File: src/rtl/tenthirty_pkg.sv
// Shared types and helpers for the ten-and-a-half table controller.
package tenthirty_pkg;

  typedef enum logic [2:0] {
    IDLE    = 3'd0,
    DEAL    = 3'd1,
    PLAY    = 3'd2,
    DEALER  = 3'd3,
    COMPARE = 3'd4,
    DONE    = 3'd5
  } state_e;

  localparam int TARGET_HALF_DEF       = 21;
  localparam int DEALER_STAND_HALF_DEF = 14;

  // Pip cards count their face value, court cards count half a point.
  function automatic logic [6:0] card_half(input logic [3:0] rank);
    if (rank >= 4'd11) return 7'd1;
    return {2'b00, rank, 1'b0};
  endfunction

endpackage

File: src/rtl/tenthirty_hand.sv
// One hand: saturating half-point total, card count and stand/bust flags.
module tenthirty_hand #(
  parameter int TARGET_HALF = 21,
  parameter int MAX_CARDS   = 5
) (
  input  logic       clk,
  input  logic       rst_n,
  input  logic       clear_i,
  input  logic       add_i,
  input  logic [6:0] half_i,
  output logic [6:0] total_o,
  output logic [2:0] ncards_o,
  output logic       bust_o,
  output logic       at_target_o,
  output logic       full_o
);

  logic [6:0] total_q, total_d;
  logic [2:0] ncards_q, ncards_d;
  logic [7:0] sum;

  always_comb begin
    sum      = {1'b0, total_q} + {1'b0, half_i};
    total_d  = total_q;
    ncards_d = ncards_q;
    if (clear_i) begin
      total_d  = '0;
      ncards_d = '0;
    end else if (add_i) begin
      total_d = sum[7] ? 7'h7f : sum[6:0];
      if (ncards_q != 3'd7) ncards_d = ncards_q + 3'd1;
    end
  end

  always_ff @(posedge clk or negedge rst_n) begin
    if (!rst_n) begin
      total_q  <= '0;
      ncards_q <= '0;
    end else begin
      total_q  <= total_d;
      ncards_q <= ncards_d;
    end
  end

  assign total_o     = total_q;
  assign ncards_o    = ncards_q;
  assign bust_o      = total_q > 7'(TARGET_HALF);
  assign at_target_o = total_q == 7'(TARGET_HALF);
  assign full_o      = ncards_q >= 3'(MAX_CARDS);

endmodule

File: src/rtl/tenthirty_table_ctrl.sv
// Multi-seat ten-and-a-half table: deal, player turns, dealer threshold play,
// round scoring and game-over tracking, with a req/ack card source.
module tenthirty_table_ctrl
  import tenthirty_pkg::*;
#(
  parameter int N_SEATS           = 2,
  parameter int MAX_CARDS         = 5,
  parameter int TARGET_HALF       = TARGET_HALF_DEF,
  parameter int DEALER_STAND_HALF = DEALER_STAND_HALF_DEF,
  parameter int ROUNDS            = 4,
  parameter int SEAT_W            = 2
) (
  input  logic               clk,
  input  logic               rst_n,
  input  logic               start,
  input  logic               hit,
  input  logic               stand,
  output logic               card_req,
  input  logic               card_ack,
  input  logic [3:0]         card_val,
  output logic [SEAT_W-1:0]  cur_seat,
  output logic [6:0]         cur_total,
  output logic [2:0]         cur_ncards,
  output logic [2:0]         state_o,
  output logic [2:0]         round_cnt,
  output logic               result_valid,
  output logic [N_SEATS-1:0] win_mask,
  output logic [N_SEATS:0]   bust_mask,
  output logic               game_done
);

  localparam int NH = N_SEATS + 1;
  localparam logic [SEAT_W-1:0] DEALER_SEAT = SEAT_W'(N_SEATS);
  localparam logic [SEAT_W-1:0] LAST_SEAT   = SEAT_W'(N_SEATS - 1);

  state_e             state_q, state_d;
  logic [SEAT_W-1:0]  seat_q, seat_d;
  logic               req_q, req_d;
  logic [2:0]         round_q, round_d;
  logic [N_SEATS-1:0] win_q, win_d, win_calc;

  logic [6:0] h_total  [NH];
  logic [2:0] h_ncards [NH];
  logic [NH-1:0] h_bust, h_target, h_full, h_add;
  logic       clear_hands, ack_ok, all_seats_bust;
  logic [6:0] card_pts, sel_total;
  logic [2:0] sel_ncards;
  logic       sel_bust, sel_target, sel_full;

  // Out-of-range ranks are dropped so the request stays open for a retry.
  assign ack_ok   = req_q && card_ack && (card_val != 4'd0) && (card_val <= 4'd13);
  assign card_pts = card_half(card_val);

  generate
    for (genvar gi = 0; gi < NH; gi++) begin : g_hand
      assign h_add[gi] = ack_ok && (seat_q == SEAT_W'(gi));
      tenthirty_hand #(
        .TARGET_HALF (TARGET_HALF),
        .MAX_CARDS   (MAX_CARDS)
      ) u_hand (
        .clk         (clk),
        .rst_n       (rst_n),
        .clear_i     (clear_hands),
        .add_i       (h_add[gi]),
        .half_i      (card_pts),
        .total_o     (h_total[gi]),
        .ncards_o    (h_ncards[gi]),
        .bust_o      (h_bust[gi]),
        .at_target_o (h_target[gi]),
        .full_o      (h_full[gi])
      );
    end
  endgenerate

  always_comb begin
    sel_total  = '0;
    sel_ncards = '0;
    sel_bust   = 1'b0;
    sel_target = 1'b0;
    sel_full   = 1'b0;
    for (int s = 0; s < NH; s++) begin
      if (seat_q == SEAT_W'(s)) begin
        sel_total  = h_total[s];
        sel_ncards = h_ncards[s];
        sel_bust   = h_bust[s];
        sel_target = h_target[s];
        sel_full   = h_full[s];
      end
    end
    for (int s = 0; s < N_SEATS; s++) begin
      win_calc[s] = !h_bust[s] && (h_bust[N_SEATS] || (h_total[s] > h_total[N_SEATS]));
    end
    all_seats_bust = &h_bust[N_SEATS-1:0];
  end

  always_comb begin
    state_d     = state_q;
    seat_d      = seat_q;
    req_d       = req_q;
    round_d     = round_q;
    win_d       = win_q;
    clear_hands = 1'b0;
    if (ack_ok) req_d = 1'b0;

    unique case (state_q)
      IDLE, COMPARE: begin
        if (start) begin
          if (state_q == COMPARE && round_q >= 3'(ROUNDS)) begin
            state_d = DONE;
          end else begin
            state_d     = DEAL;
            seat_d      = '0;
            round_d     = round_q + 3'd1;
            win_d       = '0;
            clear_hands = 1'b1;
          end
        end
      end
      // A hand with no card yet still needs one; once it lands, move on.
      DEAL: begin
        if (!req_q) begin
          if (sel_ncards == 3'd0) begin
            req_d = 1'b1;
          end else if (seat_q == DEALER_SEAT) begin
            state_d = PLAY;
            seat_d  = '0;
          end else begin
            seat_d = seat_q + 1'b1;
          end
        end
      end
      PLAY: begin
        if (!req_q) begin
          if (stand || sel_bust || sel_target || sel_full) begin
            seat_d = seat_q + 1'b1;
            if (seat_q == LAST_SEAT) state_d = DEALER;
          end else if (hit) begin
            req_d = 1'b1;
          end
        end
      end
      DEALER: begin
        if (!req_q) begin
          if (!all_seats_bust && sel_total < 7'(DEALER_STAND_HALF) &&
              sel_ncards < 3'(MAX_CARDS)) begin
            req_d = 1'b1;
          end else begin
            state_d = COMPARE;
            win_d   = win_calc;
          end
        end
      end
      DONE: ;
      default: state_d = IDLE;
    endcase
  end

  always_ff @(posedge clk or negedge rst_n) begin
    if (!rst_n) begin
      state_q <= IDLE;
      seat_q  <= '0;
      req_q   <= 1'b0;
      round_q <= '0;
      win_q   <= '0;
    end else begin
      state_q <= state_d;
      seat_q  <= seat_d;
      req_q   <= req_d;
      round_q <= round_d;
      win_q   <= win_d;
    end
  end

  assign card_req     = req_q;
  assign cur_seat     = seat_q;
  assign cur_total    = sel_total;
  assign cur_ncards   = sel_ncards;
  assign state_o      = state_q;
  assign round_cnt    = round_q;
  assign result_valid = state_q == COMPARE;
  assign win_mask     = win_q;
  assign bust_mask    = h_bust;
  assign game_done    = state_q == DONE;

endmodule

File: config.mk
export PLATFORM = sky130hd
export DESIGN_NAME = tenthirty_table_ctrl
export DESIGN_NICKNAME = d
export VERILOG_FILES = /design/src/rtl/tenthirty_pkg.sv /design/src/rtl/tenthirty_hand.sv /design/src/rtl/tenthirty_table_ctrl.sv
export SDC_FILE = /design/constraint.sdc
export NUM_CORES = 1
export LEC_CHECK = 0
export ABC_CLOCK_PERIOD_IN_PS = 2700
export BUFFER_PORTS_ARGS = -buffer_cell sky130_fd_sc_hd__buf_4
export CAP_MARGIN = 15
export CORE_ASPECT_RATIO = 0.9
export CORE_UTILIZATION = 35
export DETAILED_ROUTE_END_ITERATION = 8
export PLACE_DENSITY = 0.62
export REMOVE_ABC_BUFFERS = 1
export SLEW_MARGIN = 20
export SYNTH_ARGS = -nofsm -noshare
export SYNTH_HDL_FRONTEND = slang
export SYNTH_SLANG_ARGS = --single-unit
File: constraint.sdc
create_clock -name clk -period 2.7 [get_ports clk]
set_clock_uncertainty 0.1 [all_clocks]
set_input_delay 0.135 -clock clk [delete_from_list [all_inputs] [get_ports clk]]
set_output_delay 0.135 -clock clk [all_outputs]
set_load 0.01 [all_outputs]
# After elaboration in Yosys (flattened, before gate mapping)
# Index checks and enable logic that the tools add are counted.
word_totals:
  ff_bits: 41
  inputBits: 10
  out_inout_bits: 26
  elab_cells: 167
op_classes:
  n_addsub: 8
  magnitude_cmp: 13
  n_eq_ne: 23
  muxes: 70
  bitwise_logic: 2
  n_reduce_logical: 40
op_table:
  columns: ["operator", "n"]
  rows:
  - ["$mux 7", 14]
  - ["$mux 3", 22]
  - ["$add 7x7->8", 3]
  - ["$eq 7x5->1 const B", 3]
  - ["$gt 7x5->1 const B", 3]
  - ["$mux 1", 21]
  - ["$ne 2x2->1 const B", 10]
  - ["$mux 2", 9]
  - ["$pmux 3 s5", 1]
  - ["$gt 7x7->1", 2]
  - ["$reduce_bool 2->1", 7]
  - ["$add 3x1->3 const B", 4]
  - ["$ge 3x3->1 const B", 4]
  - ["$logic_and 1x1->1", 11]
  - ["$reduce_and 10->1", 1]
  - ["$ne 3x3->1 const B", 3]
  - ["$reduce_and 2->1", 4]
  - ["$lt 7x4->1 const B", 1]
  - ["$reduce_and 7->1", 1]
  - ["$eq 3x2->1 const B", 2]
  - ["$eq 3x3->1 const B", 2]
  - ["$logic_not 3->1", 2]
  - ["$pmux 2 s3", 1]
  - ["$logic_or 1x1->1", 5]
  - ["17 further kinds", 20]

# Logic depth before layout (Yosys ltp)
# Gate-level depths: netlist of the first run.
depth:
  ltp_word: 10
  ltp_mapped: 12
  ltp_nobuf: 12

# Modules after synthesis
# From an unflattened synthesis of the first run, not the netlist that was laid out.
unflattened:
  hier_cells: 442
  area_unflattened_um2: 3907.5
modules_own_cells:
  columns: ["module", "n_inst", "cells_each", "area_per_inst_um2", "seq_area_each_um2"]
  rows:
  - ["tenthirty_hand", 3, 83, 793.3, 250.2]
  - ["tenthirty_table_ctrl", 1, 193, 1527.7, 275.3]

# Least setup slack after synthesis of the first run
# No wires, ideal clock.
synth_timing:
  kind: "reg-to-reg"
  start: "reg seat_q[0] (netlist: cur_seat[0])"
  end: "reg state_q[0] (netlist: state_o[0])"
  setup_time_ps: 125
  t_arrival_ps: 2199
  required_ps: 2475
  path_slack_ps: 276
  path_stages_with_launch: 10
  n_path_buf: 1
  synth_period_minus_slack_ps: 2424
  path_cell_list: "dfrtp_1 > inv_1 > ha_1 > buf_2 > a21oi_1 > a22oi_1 > a2111oi_4 > nand4b_2 > and3b_4 > mux2_4"
synth_between:
  elab_chain_cells: 9
  word_cells_on_any_way: 32
  classes_between: "order compare (2); eq/ne (7); mux (15); reduce/logical (8)"
synth_rtl:
  columns: ["item", "line", "text"]
  rows:
  - ["from (decl)", "tenthirty_table_ctrl.sv:37", "logic [SEAT_W-1:0] seat_q, seat_d;"]
  - ["from (signal assigned)", "tenthirty_table_ctrl.sv:167", "seat_q <= seat_d;"]
  - ["$logic_not 2->1", "tenthirty_table_ctrl.sv:82", "if (seat_q == SEAT_W'(s)) begin"]
  - ["$mux 7 (2 in series)", "tenthirty_table_ctrl.sv:82", null]
  - ["$mux 7 *", "tenthirty_table_ctrl.sv:82", null]
  - ["via cur_total[6]", "tenthirty_table_ctrl.sv:22", "output logic [6:0] cur_total,"]
  - ["$lt 7x4->1 *", "tenthirty_table_ctrl.sv:144", "if (!all_seats_bust && sel_total < 7'(DEALER_STAND_HALF) &&"]
  - ["$logic_and 1x1->1 * (2 in series)", "tenthirty_table_ctrl.sv:144", null]
  - ["$ne 2x2->1 (no source line) *", null, null]
  - ["$reduce_and 10->1 (no source line) *", null, null]
  - ["to (signal assigned)", "tenthirty_table_ctrl.sv:166", "state_q <= state_d;"]
  - ["to (decl)", "tenthirty_table_ctrl.sv:36", "state_e state_q, state_d;"]
# The timed path passes the listed nets; every way through them passes the cells marked *.
# A chain may end at the register's enable or synchronous reset.

# Final worst setup path of the first run
layout_timing:
  start: "reg seat_q[0] (netlist: cur_seat[0])"
  end: "reg state_q[2] (netlist: state_o[2])"
layout_between:
  elab_chain_cells: 9
  word_cells_on_any_way: 32
  classes_between: "order compare (2); eq/ne (7); mux (15); reduce/logical (8)"
layout_rtl:
  columns: ["item", "line"]
  rows:
  - ["$logic_not 2->1", "tenthirty_table_ctrl.sv:82"]
  - ["$mux 7 or $mux 1 (tied branches) (3 in series)", "tenthirty_table_ctrl.sv:82"]
  - ["$lt 7x4->1 or $logic_or 1x1->1 (tied branches)", "tenthirty_table_ctrl.sv:144, tenthirty_table_ctrl.sv:134"]
  - ["$logic_and 1x1->1 or $logic_or 1x1->1 (tied branches) (2 in series)", "tenthirty_table_ctrl.sv:144, tenthirty_table_ctrl.sv:134"]
  - ["$ne 2x2->1 (no source line)", null]
  - ["$reduce_and 10->1 (no source line) *", null]
# Mark *: on every way between the ends. The rest lies on a longest branch, timed or not.

==> results of run 1 <==
[area by class of cell]
cell class              instances  area, um2
fillers                       952       5560
flip-flops and latches         41       1030
inverters                      36        135
clock inverters                 3       46.3
clock buffers                   5       68.8
well taps                     126        158
repair buffers                 56        425
multi-input cells             288       2280
[cell families (layout without fill, tap and decap cells)]
family                     count (synthesis)  in the layout  share of synthesized area [%]
DFF                                       41             41                           29.2
adders and majority gates                 46             46                           17.0
muxes                                      8              8                           2.71
AOI/OAI and AO/OA                        118            118                           24.4
xor gates and xnor gates                  13             13                           3.24
buffers and inverters                     51            100                           6.34
and+or+nand+nor                          103            103                           17.1
[power groups by stage]
stage / Sequential [mW] / Clock, mW / Combinational [mW]
5_1_grt: 1.21 / 0.557 / 3.13
3_3_place_gp: 1.17 / 0 / 2.73
6_report: 1.16 / 0.519 / 2.82
2_1_floorplan: 1.14 / 0 / 1.86
4_1_cts: 1.16 / 0.529 / 2.82
3_5_place_dp: 1.17 / 0 / 2.79
[per-layer routing]
metal / global-route usage, % / vias to the layer above
li1: - / 1494
met2: 29.3 / 62
met4: 6.53 / 0
met5: 0 / -
met3: 2.96 / 15
met1: 26.2 / 1456
[worst max-delay path, delay by kind of cell (launching register included)]
family	cells	cell delay [ns]
AND/OR/NAND/NOR	3	0.60
AO/OA/AOI/OAI	2	0.30
multiplexers	1	0.30
flip-flops	1	0.44
adder cells (fa/ha/maj)	1	0.37
buffers and inverters	2	0.35
[registers in the layout, indices dropped and copies added, names as in the netlist]
| signal | cells |
|---|---|
| win_mask | 2 |
| g_hand.u_hand.ncards_o | 9 |
| cur_seat | 2 |
| g_hand.u_hand.total_o | 21 |
| round_cnt | 3 |
| card_req | 1 |
| state_o | 3 |
[path summary, 6_finish.rpt]
path | from | end | slack, ns | cells past startpoint
worst min register to register | g_hand[2].u_hand.total_o[6] | g_hand[2].u_hand.total_o[6] | 0.41 | 1
min in group clk | start | g_hand[1].u_hand.ncards_o[0] | 0.31 | 3
worst max register to register | cur_seat[0] | state_o[2] | 0.14 | 9
worst max-delay path | cur_seat[0] | state_o[2] | 0.14 | 9
worst min-delay path | rst_n | g_hand[1].u_hand.total_o[2] | 0.25 | 2
max in group asynchronous | rst_n | state_o[1] | 1.85 | 2
[per-stage QoR]
step | utilization (%) | hold slack [ns] | instances | cell area [um2] | setup slack [ns]
floorplan | - | -0.261 | 365 | 3420 | 0.110
global placement | 41.1 | 0.0608 | 545 | 3990 | 0.119
detailed placement | 41.1 | 0.0625 | 545 | 3990 | 0.0138
finish | 42.6 | 0.251 | 555 | 4140 | 0.140
CTS | 42.6 | 0.286 | 555 | 4130 | 0.0285
global route | 42.6 | 0.309 | 555 | 4140 | 0.00651
[cells in the mapped netlist, drive strengths merged (4+ instances only)]
cell    count
mux2        6
o221a      15
nor3       10
nor2       23
o21ai      23
dfrtp      41
xnor2      13
buf        10
nand3       7
nand3b     10
ha         43
a21o        7
o21bai      4
clkbuf      5
and2        4
nor2b       8
a22oi       9
nand2      25
a211oi      4
a21oi      30
inv        36
nor4        6
[repair_timing]
action                                 CTS  global route
gates resized for setup                  2             2
hold buffers                             2             0
gates cloned                             0             0
setup endpoints to repair                2             6
endpoints found under the hold margin   42             0
==> qor.csv, run 1 <==
stage;metric;value;unit
logic_synthesis;yosysTopAreaCell;dfrtp_1;
grt;grt_overflow;0;
clock_tree;clockRootBuffer;clkbuf_8;
hold_path;hp-class;input pin to async pin;
sta;hold_viol;0;
power_and_ir_drop;power_frac_clock;11.5;%
setup_path;crit_fanout;15;
setup_path;start_kind;register;
setup_path;cp.arrival;2.65;ns
routing;routed_via_density;5.45;
routing;wl_met3;304;um
logic_synthesis;ys.flop_type;dfrtp_1;
sta;post-route-min-period;2.56;ns
clock_tree;clkLatencyLatePin;0.30;ns
sta;fmax;0.391;GHz
logic_synthesis;netlist_area;0.00351;mm2
grt;grt_pass1_vias;3045;
routing;drtIter0Drc;157;
grt;grt_pass1_wl;15.4;mm
layout;area_growth;17.7;%
logic_synthesis;synthDistinctLibCells;55;
die;die_w;108;um
layout;n_antenna_cell;0;
clock_tree;clockBufferDepth;2;
power_and_ir_drop;sw_frac_of_total;44.9;%
sta;slew_viol_final;0;
sta;timing.final.crit_share;94.8;%
place;routabilityCongestion;0.854;
setup_path;cp-end-kind;register;
clock_tree;path_clk_slew;0.09;ns
grt;grt_antenna_before_repair;0;
sta;worst_pin_slew;0.730;ns
clock_tree;cts_sinks;41;
routing;dr.max_layer_used;met4;
clock_tree;postCtsSetupBuffers;0;
layout;final_common_cell;buf_4;
clock_tree;numCtsBuffers;5;
routing;m1WireLength;4.58;mm
layout;final_cell_mix;54 x buf_4, 41 x dfrtp_1, 40 x ha_1, 36 x inv_1, 30 x a21oi_1;
power_and_ir_drop;p_leak;1.91;nW
power_and_ir_drop;switching_power;2.02;mW
power_and_ir_drop;p_total;4.50;mW
job;maxCapViolCount;0;
sta;setup_viol;0;
place;io_buffers;35;
power_and_ir_drop;p_seq_share;25.8;%
outcome;status;finished clean;
setup_path;required;2.79;ns
sta;rsz0062_at_grt;no;
logic_synthesis;synth_top_area_share;29.2;%
power_and_ir_drop;p_int;2.48;mW
sta;tns;0;ns
logic_synthesis;avgSynthCellArea;9.24;um2
setup_path;crit_path_top_delay_cell;dfrtp_1;
power_and_ir_drop;ir_drop;0.000314;V
clock_tree;h-tree-depth;2;
routing;vias;3027;
routing;avgRoutedWirePerCell;16.6;um
logic_synthesis;synth_warnings;0;
layout;nets;484;
setup_path;max_stage_delay;0.44;ns
grt;grt_max_degree;42;
die;core.rowCount;34;
die;num_io_pins;36;
setup_path;cp_cell_sequence;inv_1 > ha_2 > buf_4 > a21oi_1 > a22oi_1 > nand3_1 > nand4b_2 > and3b_4 > mux2_4;
routing;antenna_left;0;
logic_synthesis;synth.area.top_cells;dfrtp_1 29%, ha_1 15%, o221a_2 4.8%;
power_and_ir_drop;combPwrFrac;62.7;%
power_and_ir_drop;cellPowerDensity;1090;mW/mm2
routing;first_pass_iters;5;
logic_synthesis;synth_edf_count;0;
die;die_area;0.0104;mm2
die;core-area;0.00970;mm2
grt;grt_usage;18.8;%
clock_tree;cts_tree;done;
die;initial_core_util;36.2;%
logic_synthesis;synth_cells;380;
die;die_h;97.0;um
sta;relSlewSlack;50.9;%
logic_synthesis;ys_seq_area_share;29.2;%
routing;routed_wl;9.20;mm
layout;drive_gt1_share;22.6;%
routing;wl_met2;4.09;mm
place;hpwl;7.25;mm
setup_path;worst-setup-path-type;register to register;
routing;route.detailed.drc;0;
logic_synthesis;synth-async-reset-ratio;100;%
logic_synthesis;synth-seq-cells;41;
Power figures use the tool's default switching activity.
==> inputs of run 2 (changes only) <==
--- a/config.mk
+++ b/config.mk
@@ -5,7 +5,7 @@
 export SDC_FILE = /design/constraint.sdc
 export NUM_CORES = 1
 export LEC_CHECK = 0
-export ABC_CLOCK_PERIOD_IN_PS = 2700
+export ABC_CLOCK_PERIOD_IN_PS = 3270
 export BUFFER_PORTS_ARGS = -buffer_cell sky130_fd_sc_hd__buf_4
 export CAP_MARGIN = 15
 export CORE_ASPECT_RATIO = 0.9
==> constraint.sdc (replaced) <==
create_clock -name clk -period 3.27 [get_ports clk]
set_clock_uncertainty 0.1 [all_clocks]
set_input_delay 0.1635 -clock clk [delete_from_list [all_inputs] [get_ports clk]]
set_output_delay 0.1635 -clock clk [all_outputs]
set_load 0.01 [all_outputs]
==> run 2 against run 1 <==
- wire length decreased by 2.0%
- largest power group unchanged
- power decreased by 21%
- final area decreased by 3.2%
- clock-buffer cell count stayed put
- highest routed layer unchanged
- die area did not move
- maximum frequency is 11% lower
- critical path depth shrank 1
- worst hold slack gained 0.032 ns
- critical endpoint is now state_o[0]
==> qor.csv, run 2 (synthesized netlist as in run 1, its figures left out) <==
stage;metric;value;unit;change
sta;relSlewSlack;49.3;%;was 50.9%
setup_path;cp.arrival;2.98;ns;was 2.65 ns
routing;route.detailed.drc;0;;unchanged
layout;area_growth;14.0;%;was 17.7%
sta;hold_viol;0;;unchanged
grt;grt_max_degree;42;;unchanged
grt;grt_pass1_vias;2940;;was 3045
die;num_io_pins;36;;unchanged
setup_path;crit_family;compound AO/OA/AOI/OAI gates;;was simple AND/OR/NAND/NOR gates
die;die_h;97.0;um;unchanged
setup_path;worst-setup-path-type;register to register;;unchanged
sta;timing.final.crit_share;88.3;%;was 94.8%
setup_path;start_kind;register;;unchanged
grt;grt_usage;18.6;%;was 18.8%
layout;fillers;967;;was 952
setup_path;crit_fanout;25;;was 15
setup_path;required;3.36;ns;was 2.79 ns
setup_path;crit_buf_inv;1;;was 2
layout;final_cell_mix;43 x ha_1, 41 x dfrtp_1, 41 x buf_4, 36 x inv_1, 30 x a21oi_1;;was 54 x buf_4, 41 x dfrtp_1, 40 x ha_1, 36 x inv_1, 30 x a21oi_1
clock_tree;h-tree-depth;2;;unchanged
power_and_ir_drop;p_seq_share;28.3;%;was 25.8%
routing;avgRoutedWirePerCell;16.6;um;about the same
setup_path;r2r_cells;8;;was 9
clock_tree;cts_sinks;41;;unchanged
routing;vias;2964;;was 3027
sta;post-route-min-period;2.89;ns;was 2.56 ns
grt;grt_pass1_wl;15.1;mm;was 15.4 mm
clock_tree;clockBufferDepth;2;;unchanged
clock_tree;cts_tree;done;;unchanged
grt;grt_antenna_before_repair;0;;unchanged
clock_tree;path_clk_slew;0.09;ns;about the same
layout;final_common_cell;ha_1;;was buf_4
grt;grt_overflow;0;;unchanged
layout;n_antenna_cell;0;;unchanged
power_and_ir_drop;p_int;1.89;mW;was 2.48 mW
setup_path;reg2reg_from;cur_seat[1];;was cur_seat[0]
sta;slew_viol_final;0;;unchanged
sta;setup_viol;0;;unchanged
layout;largest_register_ffs;21;;unchanged
power_and_ir_drop;cellPowerDensity;892;mW/mm2;was 1090 mW/mm2
power_and_ir_drop;p_leak;1.84;nW;was 1.91 nW
place;hpwl;7.04;mm;was 7.25 mm
place;io_buffers;35;;unchanged
power_and_ir_drop;switching_power;1.68;mW;was 2.02 mW
layout;drive_gt1_share;19.2;%;was 22.6%
routing;routed_wl;9.01;mm;was 9.20 mm
power_and_ir_drop;combPwrFrac;61.3;%;was 62.7%
routing;routed_via_density;5.47;;was 5.45
layout;final_util;41.3;%;was 42.6%
clock_tree;clockRootBuffer;clkbuf_8;;unchanged
routing;first_pass_iters;4;;was 5
die;core.rowCount;34;;unchanged
job;maxCapViolCount;0;;unchanged
die;die_w;108;um;unchanged
hold_path;hp-class;input pin to async pin;;unchanged
power_and_ir_drop;sw_frac_of_total;47.1;%;was 44.9%
power_and_ir_drop;ir_drop;0.000272;V;was 0.000314 V
outcome;status;finished clean;;unchanged
sta;tns;0;ns;unchanged
setup_path;crit_path_top_delay_cell;ha_1;;was dfrtp_1
clock_tree;numCtsBuffers;5;;unchanged
routing;antenna_left;0;;unchanged
place;routabilityCongestion;0.901;;was 0.854
power_and_ir_drop;power_frac_clock;10.4;%;was 11.5%
routing;drtIter0Drc;127;;was 157
die;die_area;0.0104;mm2;unchanged
setup_path;max_stage_delay;0.66;ns;was 0.44 ns
layout;nets;471;;was 484
clock_tree;cts-resized-gates;0;;was 2
clock_tree;clkLatencyLatePin;0.32;ns;was 0.30 ns
setup_path;reg2reg_setup_slack;0.38;ns;was 0.14 ns
setup_path;rr_endpoint;state_o[0];;was state_o[2]
die;initial_core_util;36.2;%;unchanged
sta;rsz0062_at_grt;no;;unchanged
setup_path;cp_cell_sequence;inv_1 > ha_1 > a21oi_1 > a2bb2oi_1 > o21ai_0 > nand4b_2 > and3b_4 > mux2_4;;was inv_1 > ha_2 > buf_4 > a21oi_1 > a22oi_1 > nand3_1 > nand4b_2 > and3b_4 > mux2_4
sta;worst_pin_slew;0.761;ns;was 0.730 ns
setup_path;cp-end-kind;register;;unchanged
die;core-area;0.00970;mm2;unchanged
sta;fmax;0.346;GHz;was 0.391 GHz
==> run 2: what timing repair did <==
action	4_1_cts	5_1_grt
setup buffers	0	0
hold buffers	2	0
endpoints found under the hold margin	42	0
==> run 2: final cells by class <==
type                    count  area [um2]  area share (%)
clock inverters             3        25.0           0.625
inverters                  36         135            3.38
flip-flops and latches     41        1030            25.6
clock buffers               5        68.8            1.72
multi-input cells         288        2260            56.5
well taps                 126         158            3.94
repair buffers             43         328            8.19
==> run 2: worst max-delay path by stage <==
stage | slack, ns | from | end | cells after the start
after floorplan | 0.68 | cur_seat[0] | state_o[0] | 8
after global placement | 0.55 | cur_seat[1] | state_o[2] | 8
after detailed placement | 0.45 | cur_seat[1] | state_o[2] | 8
after CTS | 0.42 | cur_seat[1] | state_o[0] | 8
after global routing | 0.20 | cur_seat[1] | state_o[2] | 8
final | 0.38 | cur_seat[1] | state_o[0] | 8
==> run 2: power groups by stage <==
stage / Clock (mW) / Combinational, mW / Sequential, mW
2_1_floorplan: 0 / 1.53 / 0.944
3_3_place_gp: 0 / 2.12 / 1.02
3_5_place_dp: 0 / 2.18 / 1.02
4_1_cts: 0.381 / 2.19 / 1.01
5_1_grt: 0.399 / 2.43 / 1.06
6_report: 0.371 / 2.19 / 1.01
==> run 2: metal layers <==
metal,global-route usage [%],wire [um]
met5,0,0
met4,7.38,218
met3,3.10,277
met2,28.1,4070
met1,26.2,4440
==> run 2: worst reg2reg max path: cells and delay by family (launching register included) <==
kind	cells	cell delay [ns]
compound gates	3	0.77
fa+ha+maj	1	0.66
flops	1	0.41
buf+inv	1	0.11
simple gates	2	0.44
mux	1	0.30
==> run 2: through the flow <==
stage / std cells / power [mW] / area, um2 / setup WS [ns] / hold WS [ns]
after floorplan: 365 / 2.48 / 3420 / 0.680 / -0.232
after global placement: 532 / 3.14 / 3890 / 0.550 / 0.0855
after detailed placement: 532 / 3.19 / 3890 / 0.448 / 0.0851
after CTS: 542 / 3.58 / 4000 / 0.421 / 0.297
after global routing: 542 / 3.89 / 4000 / 0.203 / 0.328
final: 542 / 3.57 / 4000 / 0.383 / 0.283
==> inputs of run 3 (changes only) <==
--- a/config.mk
+++ b/config.mk
@@ -5,7 +5,7 @@
 export SDC_FILE = /design/constraint.sdc
 export NUM_CORES = 1
 export LEC_CHECK = 0
-export ABC_CLOCK_PERIOD_IN_PS = 3270
+export ABC_CLOCK_PERIOD_IN_PS = 3300
 export BUFFER_PORTS_ARGS = -buffer_cell sky130_fd_sc_hd__buf_4
 export CAP_MARGIN = 15
 export CORE_ASPECT_RATIO = 0.9
==> constraint.sdc (replaced) <==
create_clock -name clk -period 3.3 [get_ports clk]
set_clock_uncertainty 0.1 [all_clocks]
set_input_delay 0.165 -clock clk [delete_from_list [all_inputs] [get_ports clk]]
set_output_delay 0.165 -clock clk [all_outputs]
set_load 0.01 [all_outputs]
==> run 3 against run 2 <==
- first-iteration DRC count up 17%
- global-route usage down 0.30 points
- sequential power about the same
- largest power group unchanged
- clock power up 15%
- sequential share of layout area down 0.072 points
- critical path depth unchanged
- final area up 0.28%
- via count up 0.24%
- setup slack better by 0.053 ns
- register-to-register slack better by 0.05 ns
- largest cell class unchanged
- die area unchanged
- cell count down 0.18%
==> qor.csv, run 3 (synthesized netlist as in run 1, its figures left out) <==
stage;metric;value;unit;change
sta;post-route-min-period;2.86;ns;was 2.89 ns
sta;tns;0;ns;unchanged
place;post-place-cells;532;;unchanged
clock_tree;cts_tree;done;;unchanged
outcome;status;finished clean;;unchanged
sta;slew_viol_final;0;;unchanged
sta;rsz0062_at_grt;no;;unchanged
die;core-area;0.00970;mm2;unchanged
clock_tree;cts-resized-gates;0;;unchanged
setup_path;required;3.39;ns;was 3.36 ns
die;initial_core_util;36.2;%;unchanged
routing;routed_via_density;5.49;;was 5.47
setup_path;worst-setup-path-type;register to register;;unchanged
power_and_ir_drop;cellPowerDensity;896;mW/mm2;was 892 mW/mm2
routing;routed_wl;9.01;mm;unchanged
routing;drtIter0Drc;148;;was 127
clock_tree;h-tree-depth;2;;unchanged
clock_tree;clockRootBuffer;clkbuf_8;;unchanged
setup_path;cp-end-kind;register;;unchanged
power_and_ir_drop;p_leak;1.84;nW;about the same
clock_tree;numCtsBuffers;5;;unchanged
sta;relSlewSlack;49.3;%;about the same
clock_tree;path_clk_slew;0.09;ns;about the same
layout;final_common_cell;ha_1;;unchanged
routing;vias;2971;;was 2964
hold_path;hp-class;input pin to register;;was input pin to async pin
sta;worst_slack;0.436;ns;was 0.383 ns
grt;grt_pass1_wl;15.1;mm;about the same
die;die_area;0.0104;mm2;unchanged
job;maxCapViolCount;0;;unchanged
setup_path;cp.arrival;2.95;ns;was 2.98 ns
die;die_h;97.0;um;unchanged
sta;hold_viol;0;;unchanged
layout;final_util;41.4;%;was 41.3%
die;core.rowCount;34;;unchanged
power_and_ir_drop;ir_drop;0.000279;V;was 0.000272 V
grt;grt_pass1_vias;2903;;was 2940
setup_path;start_kind;register;;unchanged
place;hpwl;7.02;mm;was 7.04 mm
sta;timing.final.crit_share;86.8;%;was 88.3%
routing;antenna_left;0;;unchanged
grt;grt_overflow;0;;unchanged
layout;area_growth;14.3;%;was 14.0%
layout;final_cell_mix;43 x ha_1, 41 x dfrtp_1, 41 x buf_4, 36 x inv_1, 30 x a21oi_1;;unchanged
grt;grt_max_degree;42;;unchanged
grt;grt_antenna_before_repair;0;;unchanged
sta;fmax;0.349;GHz;was 0.346 GHz
setup_path;crit_fanout;25;;unchanged
sta;setup_viol;0;;unchanged
clock_tree;cts_sinks;41;;unchanged
place;routabilityCongestion;0.902;;was 0.901
routing;first_pass_iters;4;;unchanged
routing;route.detailed.drc;0;;unchanged
layout;n_antenna_cell;0;;unchanged
clock_tree;clockBufferDepth;2;;unchanged
layout;final_cells;541;;was 542
layout;fillers;971;;was 967
layout;drive_gt1_share;19.3;%;was 19.2%
routing;avgRoutedWirePerCell;16.7;um;was 16.6 um
place;io_buffers;35;;unchanged
layout;nets;470;;was 471
clock_tree;clkLatencyLatePin;0.30;ns;was 0.32 ns
die;die_w;108;um;unchanged
die;num_io_pins;36;;unchanged
sta;worst_pin_slew;0.754;ns;was 0.761 ns
place;place_ws;0.495;ns;was 0.448 ns
layout;largest_register_ffs;21;;unchanged
grt;grt_usage;18.3;%;was 18.6%
## run 3: cell count changes in the layout (fill, tap and decap cells not counted), sizes merged
cell | before | now
bufinv | 0 | 1
dlygate4sd3 | 2 | 1
inv | 37 | 36
## run 3: critical path, cell delays in order (launching register included)
cell       delay, ns
dfrtp_1         0.41
inv_1           0.11
ha_1            0.63
a21oi_1         0.14
a2bb2oi_1       0.35
o21ai_0         0.28
nand4b_2        0.20
and3b_4         0.24
mux2_4          0.30
## run 3: path summary, 6_finish.rpt
check                             from                           end  slack (ns)  depth (start not counted)
setup / recovery           cur_seat[1]                    state_o[0]        0.44                          8
hold / removal                     hit                      card_req        0.01                          2
setup reg to reg           cur_seat[1]                    state_o[0]        0.44                          8
hold reg to reg            win_mask[0]                   win_mask[0]        0.39                          1
max in group asynchronous        rst_n  g_hand[0].u_hand.ncards_o[0]        2.40                          2
min in group asynchronous        rst_n   g_hand[2].u_hand.total_o[0]        0.30                          2
## run 3: what timing repair did
item	in CTS	in global routing
hold endpoints to repair	41	0
hold buffers	1	0
buffers inserted	0	0
## run 3: cell type report
class                      instances  area [um2]  area share [%]
inverter                          36         135            3.37
clock inverter                     3        46.3            1.15
multi-input combinational        288        2260            56.4
tap                              126         158            3.93
sequential                        41        1030            25.6
clock buffer                       5        68.8            1.71
timing repair buffer              42         318            7.92
## run 3: where the power goes
group / internal (mW) / switching [mW] / leakage [nW]
combinational: 1.04 / 1.13 / 1.25
sequential: 0.684 / 0.320 / 0.540
clock: 0.227 / 0.201 / 0.0543
total: 1.95 / 1.65 / 1.84
## run 3: stage by stage
stage,instance area (um2),power (mW),hold WS [ns]
after detailed placement,3890,3.16,0.0919
final,4020,3.60,0.0147
after floorplan,3420,2.46,-0.231
after CTS,4020,3.61,0.0123
after global routing,4020,3.91,0.00763
after global placement,3890,3.11,0.0880
## run 3: per-layer routing
layer,vias up,global-route usage [%],wire length (um)
li1,1465,-,-
met1,1444,26.5,4460
met2,52,28.6,4220
met3,10,2.56,223
met4,0,4.43,103
met5,-,0,0
